File: src/rtl/sipo_receiver_pkg.sv
// Shared types and constants for the serial-to-parallel receiver.
//   state_e    : receiver FSM states
//   DATA_W_DEF : default payload width in bits
//   CNT_W_DEF  : bit-counter width for the default payload width
package sipo_receiver_pkg;

  localparam int unsigned DATA_W_DEF = 8;
  localparam int unsigned CNT_W_DEF  = $clog2(DATA_W_DEF + 1);

  typedef enum logic [1:0] {
    IDLE  = 2'd0,
    DATA  = 2'd1,
    STOP  = 2'd2,
    BREAK = 2'd3
  } state_e;

endpackage

File: src/rtl/sipo_receiver.sv
// Serial-to-parallel frame receiver with a one-entry holding register.
// Line format: idle high, start bit 0, DATA_W bits LSB first, stop bit 1,
// one bit per clock.
// Ports:
//   CLK       : clock, rising edge
//   RST       : synchronous active-low reset
//   Enable    : receive enable; low returns the receiver to IDLE
//   D_In      : serial line
//   Ready     : consumer accepts D_Out when high together with Valid
//   D_Out     : received byte, stable while Valid is high
//   Valid     : byte available, held until accepted
//   Frame_Err : one-cycle pulse when the stop bit is sampled low
//   Overrun   : sticky, a completed byte was dropped because D_Out was full
//   Busy      : receiver is not in IDLE
module sipo_receiver
  import sipo_receiver_pkg::*;
#(
  parameter int unsigned DATA_W = DATA_W_DEF
) (
  input  logic              CLK,
  input  logic              RST,
  input  logic              Enable,
  input  logic              D_In,
  input  logic              Ready,
  output logic [DATA_W-1:0] D_Out,
  output logic              Valid,
  output logic              Frame_Err,
  output logic              Overrun,
  output logic              Busy
);

  localparam int unsigned CNT_W = $clog2(DATA_W + 1);

  state_e              state_q, state_d;
  logic [CNT_W-1:0]    cnt_q, cnt_d;
  logic [DATA_W-1:0]   shift_q, shift_d;
  logic [DATA_W-1:0]   dout_q, dout_d;
  logic                valid_q, valid_d;
  logic                ferr_q, ferr_d;
  logic                ovr_q, ovr_d;
  logic                busy_q, busy_d;
  logic                commit_c;

  // State and datapath registers; reset wins over every transition.
  always_ff @(posedge CLK) begin
    if (!RST) begin
      state_q <= IDLE;
      cnt_q   <= '0;
      shift_q <= '0;
      dout_q  <= '0;
      valid_q <= 1'b0;
      ferr_q  <= 1'b0;
      ovr_q   <= 1'b0;
      busy_q  <= 1'b0;
    end else begin
      state_q <= state_d;
      cnt_q   <= cnt_d;
      shift_q <= shift_d;
      dout_q  <= dout_d;
      valid_q <= valid_d;
      ferr_q  <= ferr_d;
      ovr_q   <= ovr_d;
      busy_q  <= busy_d;
    end
  end

  // Next-state, shift/count, and holding-register handshake.
  always_comb begin
    state_d  = state_q;
    cnt_d    = cnt_q;
    shift_d  = shift_q;
    dout_d   = dout_q;
    valid_d  = valid_q;
    ferr_d   = 1'b0;
    ovr_d    = ovr_q;
    commit_c = 1'b0;

    // Ready only matters while a byte is being presented.
    if (valid_q && Ready) begin
      valid_d = 1'b0;
    end

    if (!Enable) begin
      // Abandon any partial frame; the holding register is untouched.
      state_d = IDLE;
    end else begin
      case (state_q)
        IDLE: begin
          if (!D_In) begin
            state_d = DATA;
            cnt_d   = '0;
          end
        end
        DATA: begin
          // Right shift so the first bit received ends up in bit 0.
          shift_d = {D_In, shift_q[DATA_W-1:1]};
          cnt_d   = cnt_q + CNT_W'(1);
          if (cnt_q == CNT_W'(DATA_W - 1)) begin
            state_d = STOP;
          end
        end
        STOP: begin
          if (D_In) begin
            commit_c = 1'b1;
            state_d  = IDLE;
          end else begin
            ferr_d  = 1'b1;
            state_d = BREAK;
          end
        end
        BREAK: begin
          if (D_In) begin
            state_d = IDLE;
          end
        end
        default: state_d = IDLE;
      endcase
    end

    // A commit lands only if the holding register is empty or draining now.
    if (commit_c) begin
      if (!valid_q || Ready) begin
        dout_d  = shift_q;
        valid_d = 1'b1;
      end else begin
        ovr_d = 1'b1;
      end
    end

    busy_d = (state_d != IDLE);
  end

  assign D_Out     = dout_q;
  assign Valid     = valid_q;
  assign Frame_Err = ferr_q;
  assign Overrun   = ovr_q;
  assign Busy      = busy_q;

endmodule

File: config.mk
export PLATFORM = sky130hd
export DESIGN_NAME = sipo_receiver
export DESIGN_NICKNAME = d
export VERILOG_FILES = /design/src/rtl/sipo_receiver_pkg.sv /design/src/rtl/sipo_receiver.sv
export SDC_FILE = /design/constraint.sdc
export NUM_CORES = 1
export LEC_CHECK = 0
export CAP_MARGIN = 25
export CORE_ASPECT_RATIO = 0.75
export CORE_MARGIN = 2
export CORE_UTILIZATION = 45
export CTS_BUF_LIST = sky130_fd_sc_hd__clkbuf_16
export DETAILED_ROUTE_END_ITERATION = 8
export MAX_ROUTING_LAYER = met4
export PLACE_DENSITY = 0.72
export REMOVE_ABC_BUFFERS = 1
export SYNTH_ARGS = -nofsm -noshare
export SYNTH_HDL_FRONTEND = slang
export SYNTH_SLANG_ARGS = --single-unit
File: constraint.sdc
create_clock -name CLK -period 1.1 [get_ports CLK]
set_input_delay 0.22 -clock CLK [delete_from_list [all_inputs] [get_ports CLK]]
set_output_delay 0.22 -clock CLK [all_outputs]
set_load 0.03 [all_outputs]
==> results of run 1 <==
[registers in the layout, summed over array words and instances, names as in the netlist]
name       count
Overrun        1
Valid          1
Busy           1
shift_q        8
Frame_Err      1
state_q        2
cnt_q          4
D_Out          8
[per-stage QoR]
step / hold slack [ps] / setup slack (ps) / utilization, % / setup TNS (ps)
2_1_floorplan: 297 / -329 / - / -3840
4_1_cts: 411 / -116 / 65.3 / -731
5_1_grt: 452 / -142 / 66.2 / -1560
6_report: 432 / -74.1 / 66.2 / -361
3_3_place_gp: 447 / -377 / 59.7 / -7220
3_5_place_dp: 455 / -414 / 59.7 / -7940
[what timing repair did]
| item | CTS | global route |
|---|---|---|
| setup endpoints to repair | 21 | 25 |
| hold buffers | 0 | 0 |
| gates resized for setup | 9 | 10 |
| pin swaps | 5 | 5 |
| buffers inserted | 2 | 1 |
[critical path: stages (launching register included)]
cell      delay (ps)
dfxtp_4          350
nand3b_1         230
or3b_1           410
a21oi_1          120
[worst min-delay path by stage]
stage | start | to | slack [ps] | cells past startpoint
floorplan | D_In | Frame_Err | 300 | 1
global placement | D_Out[4] | D_Out[4] | 450 | 2
detailed placement | D_Out[7] | D_Out[7] | 460 | 2
CTS | D_In | Frame_Err | 410 | 3
global route | D_In | Frame_Err | 450 | 3
finish | D_In | Frame_Err | 430 | 3
[layout by cell type (no fill, tap or decap), types with 3 or more instances in the layout]
cell type  count
clkbuf_16      3
mux2i_1       16
nand2_1       18
dfxtp_1       23
buf_4         22
nor2_1         8
a21oi_1        4
nor2b_1        3
[cell families (layout without fill, tap and decap cells)]
kind of cell             count (synthesis)  after routing  share of synthesized area, %
adder cells (fa/ha/maj)                  1              1                          1.23
AND/OR/NAND/NOR                         45             45                          22.0
buffers and inverters                    6             33                          3.07
AO/OA/AOI/OAI                           12             12                          6.99
multiplexers                            16             16                          15.7
flip-flops                              26             26                          51.0
[cell type report]
cell class	instances	area [um^2]	share of cell area, %
timing repair buffer	28	225	16.5
inverter	1	3.75	0.274
sequential	26	529	38.7
tap	24	30.0	2.20
clock inverter	1	3.75	0.274
clock buffer	3	75.1	5.49
multi-input combinational	74	500	36.6
[where the power goes]
| part | switching [mW] | internal [mW] | leakage, nW |
|---|---|---|---|
| Sequential | 0.00487 | 0.944 | 0.212 |
| Clock | 0.309 | 0.486 | 0.0385 |
| Combinational | 0.0497 | 0.0432 | 0.328 |
[metal layers]
| layer | up-vias | routed length, um |
|---|---|---|
| met5 | - | 0 |
| met4 | 0 | 33 |
| met3 | 4 | 102 |
| met2 | 18 | 861 |
| met1 | 368 | 981 |
| li1 | 415 | - |
==> results.toml, run 1 <==
[outcome]
status = "complete, but fails checks"
failed_checks = "design-rule violations, negative setup slack"

[routing]
firstDrtPassIters = 6
wl_per_cell_um = 12.6
ant_nets = 0
vias = 805
drcViolationCount = 1
wirelength_um = 1980
drt-vias-per-instance = 5.13
detail_route.iter0.violations = 18

[clocking]
numClockSinks = 26
tritoncts.num_buffers = 3
insertion_delay_ps = 260
clk_path_buf_depth = 2
cts.clk_slew.worst_paths_ps = 60
cts_tree = "done"
htree_levels = 1
cts_root_buffer = "clkbuf_16"

[floorplanning]
fp-row-count = 14
die_x_um = 59.0
floorplan.initialDensity_pct = 49.3
coreArea_um2 = 2070
fp.dieArea_um2 = 2670
die_h_um = 45.2
i_o_pin_count = 17

[sta]
final-hold-violation-count = 0
tightest_slew_ps = 405
relative_slew_slack_pct = 72.9
finalSetupViolations = 14
final_max_tran_viols = 0
final.setup_skew_ps = 8.23
unrepaired_setup_endpoints_after_global_routing = "yes"
layout_worst_path_cycle_share_pct = 107
post-route-worst-setup-slack_ps = -74.1
maxClockFrequency_ghz = 0.852
period_needed_ps = 1170

[synth]
synth_warnings = 0
synth_largest_type_area_fraction_pct = 51.0
postSynthCellCount = 106
ys_async_sr_fraction_pct = 0
synth.area.top_cells = "dfxtp_1, mux2i_1, nand2_1, nor2_1, a21oi_1"
portion_of_the_post_synthesis_area_used_by_sequential_elements_pct = 51.0
synth_most_common_cell = "dfxtp_1"
edff_count_synth = 0
synth-seq-cells = 26
netlist_area_um2 = 1020
synth_commonest_cells = "dfxtp_1, nand2_1, mux2i_1"
synth_area_per_cell_um2 = 9.62
synth_cell_types = 27
synth_ff_type = "dfxtp_1"
largest_area_contributor_in_the_netlist = "dfxtp_1"

[flow_run]
maxCapViolCount = 0

[critical_path]
crit_type = "register to register"
crit_path_start = "state_q[1]"
crit_path_end = "cnt_q[2]"
critical_path.startpoint_type = "register"
cp_data_arrival_time_ps = 1370
r2r_cells = 3
worst_ep_required_time_ps = 1300
critical_path.reg2reg.startpoint = "state_q[1]"
reg2reg_to = "cnt_q[2]"
reg2reg_slack_ps = -70
setup.worst_path.end_class = "register"
crit_fanout = 5

[finish]
final-instance-count-excl-fill = 157
ratio_of_cells_with_drive_above_1_in_the_final_layout_pct = 29.3
nFillCells = 172
num_antenna_cells = 0
final_std_cell_area_no_fill_um2 = 1370
layout-area-overhead-vs-synth_pct = 34.1
final_nets = 140

[global_route]
grt_pass1_vias = 745
gr-max-usage-layer = "met2"
grt_use_met2_pct = 26.4
met3_usage_pct = 7.74
groute.layer.met1.usage_pct = 22.5
global_route_wire_length_before_repair_um = 3330
globalRoute.totalOverflow = 0
grt.total_usage_pct = 18.4
grt_start_max_net_pins = 16
grt_antenna_before_repair = 0

[power_and_ir_drop]
leakage_nw = 0.578
power_per_cell_area_nw_per_um2 = 1340
p_total_mw = 1.84
irDropWorstVdd_v = 0.00135

[placed_design]
placed_cells = 152
portBuffers = 16
hpwl_um = 1430
gp_congestion = 0.806
detailed_place.area_um2 = 1230

[hold_path]
worstHoldPathType = "primary input to register"
Note: power is estimated with default switching activity, not from simulation.
==> run 2, diff against run 1 <==
--- a/config.mk
+++ b/config.mk
@@ -7,7 +7,6 @@
 export LEC_CHECK = 0
 export CAP_MARGIN = 25
 export CORE_ASPECT_RATIO = 0.75
-export CORE_MARGIN = 2
 export CORE_UTILIZATION = 45
 export CTS_BUF_LIST = sky130_fd_sc_hd__clkbuf_16
 export DETAILED_ROUTE_END_ITERATION = 8
==> constraint.sdc (replaced) <==
create_clock -name CLK -period 1 [get_ports CLK]
set_input_delay 0.2 -clock CLK [delete_from_list [all_inputs] [get_ports CLK]]
set_output_delay 0.2 -clock CLK [all_outputs]
set_load 0.03 [all_outputs]
==> run 2 against run 1 <==
Effect of this change: the flow still finishes with violations (design-rule violations, negative setup slack); fmax decreased by 3.4%; power increased by 26%; utilization increased by 7.6 points; clock-buffer cell count unchanged; cell area increased by 11%; combinational power increased by 50%; clock power increased by 42%; non-clock buffer count increased by 11; first-iteration DRC count increased by 61%; hold slack got worse by 21 ps; worst setup slack got worse by 140 ps; critical path depth unchanged; critical path type unchanged; highest routed layer unchanged.
==> results.toml, run 2 (synthesized netlist as in run 1, its figures left out) <==
[routing]
drt-vias-per-instance = 5.20
ant_nets = 0
wl_per_cell_um = 13.3
drcViolationCount = 2
detail_route.iter0.violations = 29
vias = 878
firstDrtPassIters = 6
wirelength_um = 2250

[clocking]
numClockSinks = 26
cts_tree = "done"
cts.clk_slew.worst_paths_ps = 60
htree_levels = 1
postCtsHoldBufs = 0
insertion_delay_ps = 260
cts_root_buffer = "clkbuf_16"
tritoncts.num_buffers = 3
clk_path_buf_depth = 2

[critical_path]
crit_type = "register to register"
reg2reg_slack_ps = -220
critical_path.startpoint_type = "register"
worst_ep_required_time_ps = 1180
crit_fanout = 4
setup.worst_path.end_class = "register"
cp_data_arrival_time_ps = 1400

[power_and_ir_drop]
clock_power_share_pct = 48.8
irDropWorstVdd_v = 0.00149
power_per_cell_area_nw_per_um2 = 1520
seq_power_share_pct = 45.2
comb_power_share_pct = 6.0
leakage_nw = 0.644
power.internal_mw = 1.91
sw_frac_of_total_pct = 17.7
power.switching_uw = 411

[placed_design]
detailed_place.area_um2 = 1260
portBuffers = 16
gp_congestion = 0.818
hpwl_um = 1450

[finish]
layout-area-overhead-vs-synth_pct = 49.4
num_antenna_cells = 0
final_nets = 152
layout_commonest_cell = "buf_4"
ratio_of_cells_with_drive_above_1_in_the_final_layout_pct = 39.3
final_std_cell_area_no_fill_um2 = 1520
layout.cells.most_common_list = "buf_4, dfxtp_1, nand2_1"

[floorplanning]
coreArea_um2 = 2070
die_x_um = 57.0
fp.dieArea_um2 = 2460
die_h_um = 43.2
floorplan.initialDensity_pct = 49.3
i_o_pin_count = 17
fp-row-count = 14

[hold_path]
worstHoldPathType = "primary input to register"

[sta]
tightest_slew_ps = 368
post-route-worst-setup-slack_ps = -215
relative_slew_slack_pct = 75.4
fin_tns_setup_ps = -3750
period_needed_ps = 1220
final.setup_skew_ps = 2.69
finalSetupViolations = 22
maxClockFrequency_ghz = 0.823
layout_worst_path_cycle_share_pct = 122
fin_hold_ws_ps = 411
unrepaired_setup_endpoints_after_global_routing = "yes"
final_max_tran_viols = 0
final-hold-violation-count = 0

[global_route]
grt_start_max_net_pins = 16
global_route_wire_length_before_repair_um = 3640
grt_antenna_before_repair = 0
grt.total_usage_pct = 20.4
grt_pass1_vias = 831
globalRoute.totalOverflow = 0

[outcome]
status = "complete, but fails checks"
failed_checks = "design-rule violations, negative setup slack"

[flow_run]
maxCapViolCount = 0
==> run 2: through the flow <==
stage	std cells	setup WS, ps	power [mW]	util (%)
5_1_grt	169	-288	2.39	73.7
4_1_cts	160	-186	2.30	68.2
3_3_place_gp	155	-470	1.17	60.8
3_5_place_dp	155	-551	1.17	60.8
2_1_floorplan	101	-429	1.11	-
6_report	169	-215	2.32	73.7
==> run 2: power by group through the flow <==
| stage | Combinational, mW | Clock, mW | Sequential [mW] |
|---|---|---|---|
| finish | 0.139 | 1.13 | 1.05 |
| global placement | 0.101 | 0 | 1.07 |
| CTS | 0.104 | 1.15 | 1.05 |
| detailed placement | 0.100 | 0 | 1.07 |
| global route | 0.150 | 1.19 | 1.05 |
| floorplan | 0.0325 | 0 | 1.07 |
==> run 2: layout make-up <==
class	count	area (um^2)
fill	143	543
sequential	26	528
multi-input combinational	74	528
timing repair buffer	39	318
clock buffer	3	75.1
clock inverter	1	30.0
tap	24	30.0
inverter	1	7.51
timing repair inverter	1	7.51
==> run 2: critical path, cell delays in order (launching register included) <==
cell and delay (ps):
dfxtp_2 330, nand3b_1 230, or3_1 400, a31oi_1 180
==> run 2: final timing paths <==
path | cells past startpoint | end | start
setup / recovery | 3 | cnt_q[3] | state_q[1]
hold / removal | 3 | cnt_q[2] | RST
setup reg to reg | 3 | cnt_q[3] | state_q[1]
hold reg to reg | 2 | D_Out[5] | D_Out[5]
==> run 2: layer usage <==
layer / vias up / global-route usage [%] / wire [um]
met5: - / - / 0
met4: 0 / 6.34 / 52
met3: 6 / 6.71 / 109
met2: 25 / 33.9 / 1100
met1: 408 / 23.5 / 986
li1: 439 / - / -
==> run 2: what timing repair did <==
action	4_1_cts	5_1_grt
pin swaps	10	5
buffers inserted	1	8
gates resized for setup	17	13
cloned	0	1
endpoints found under the setup margin	25	26
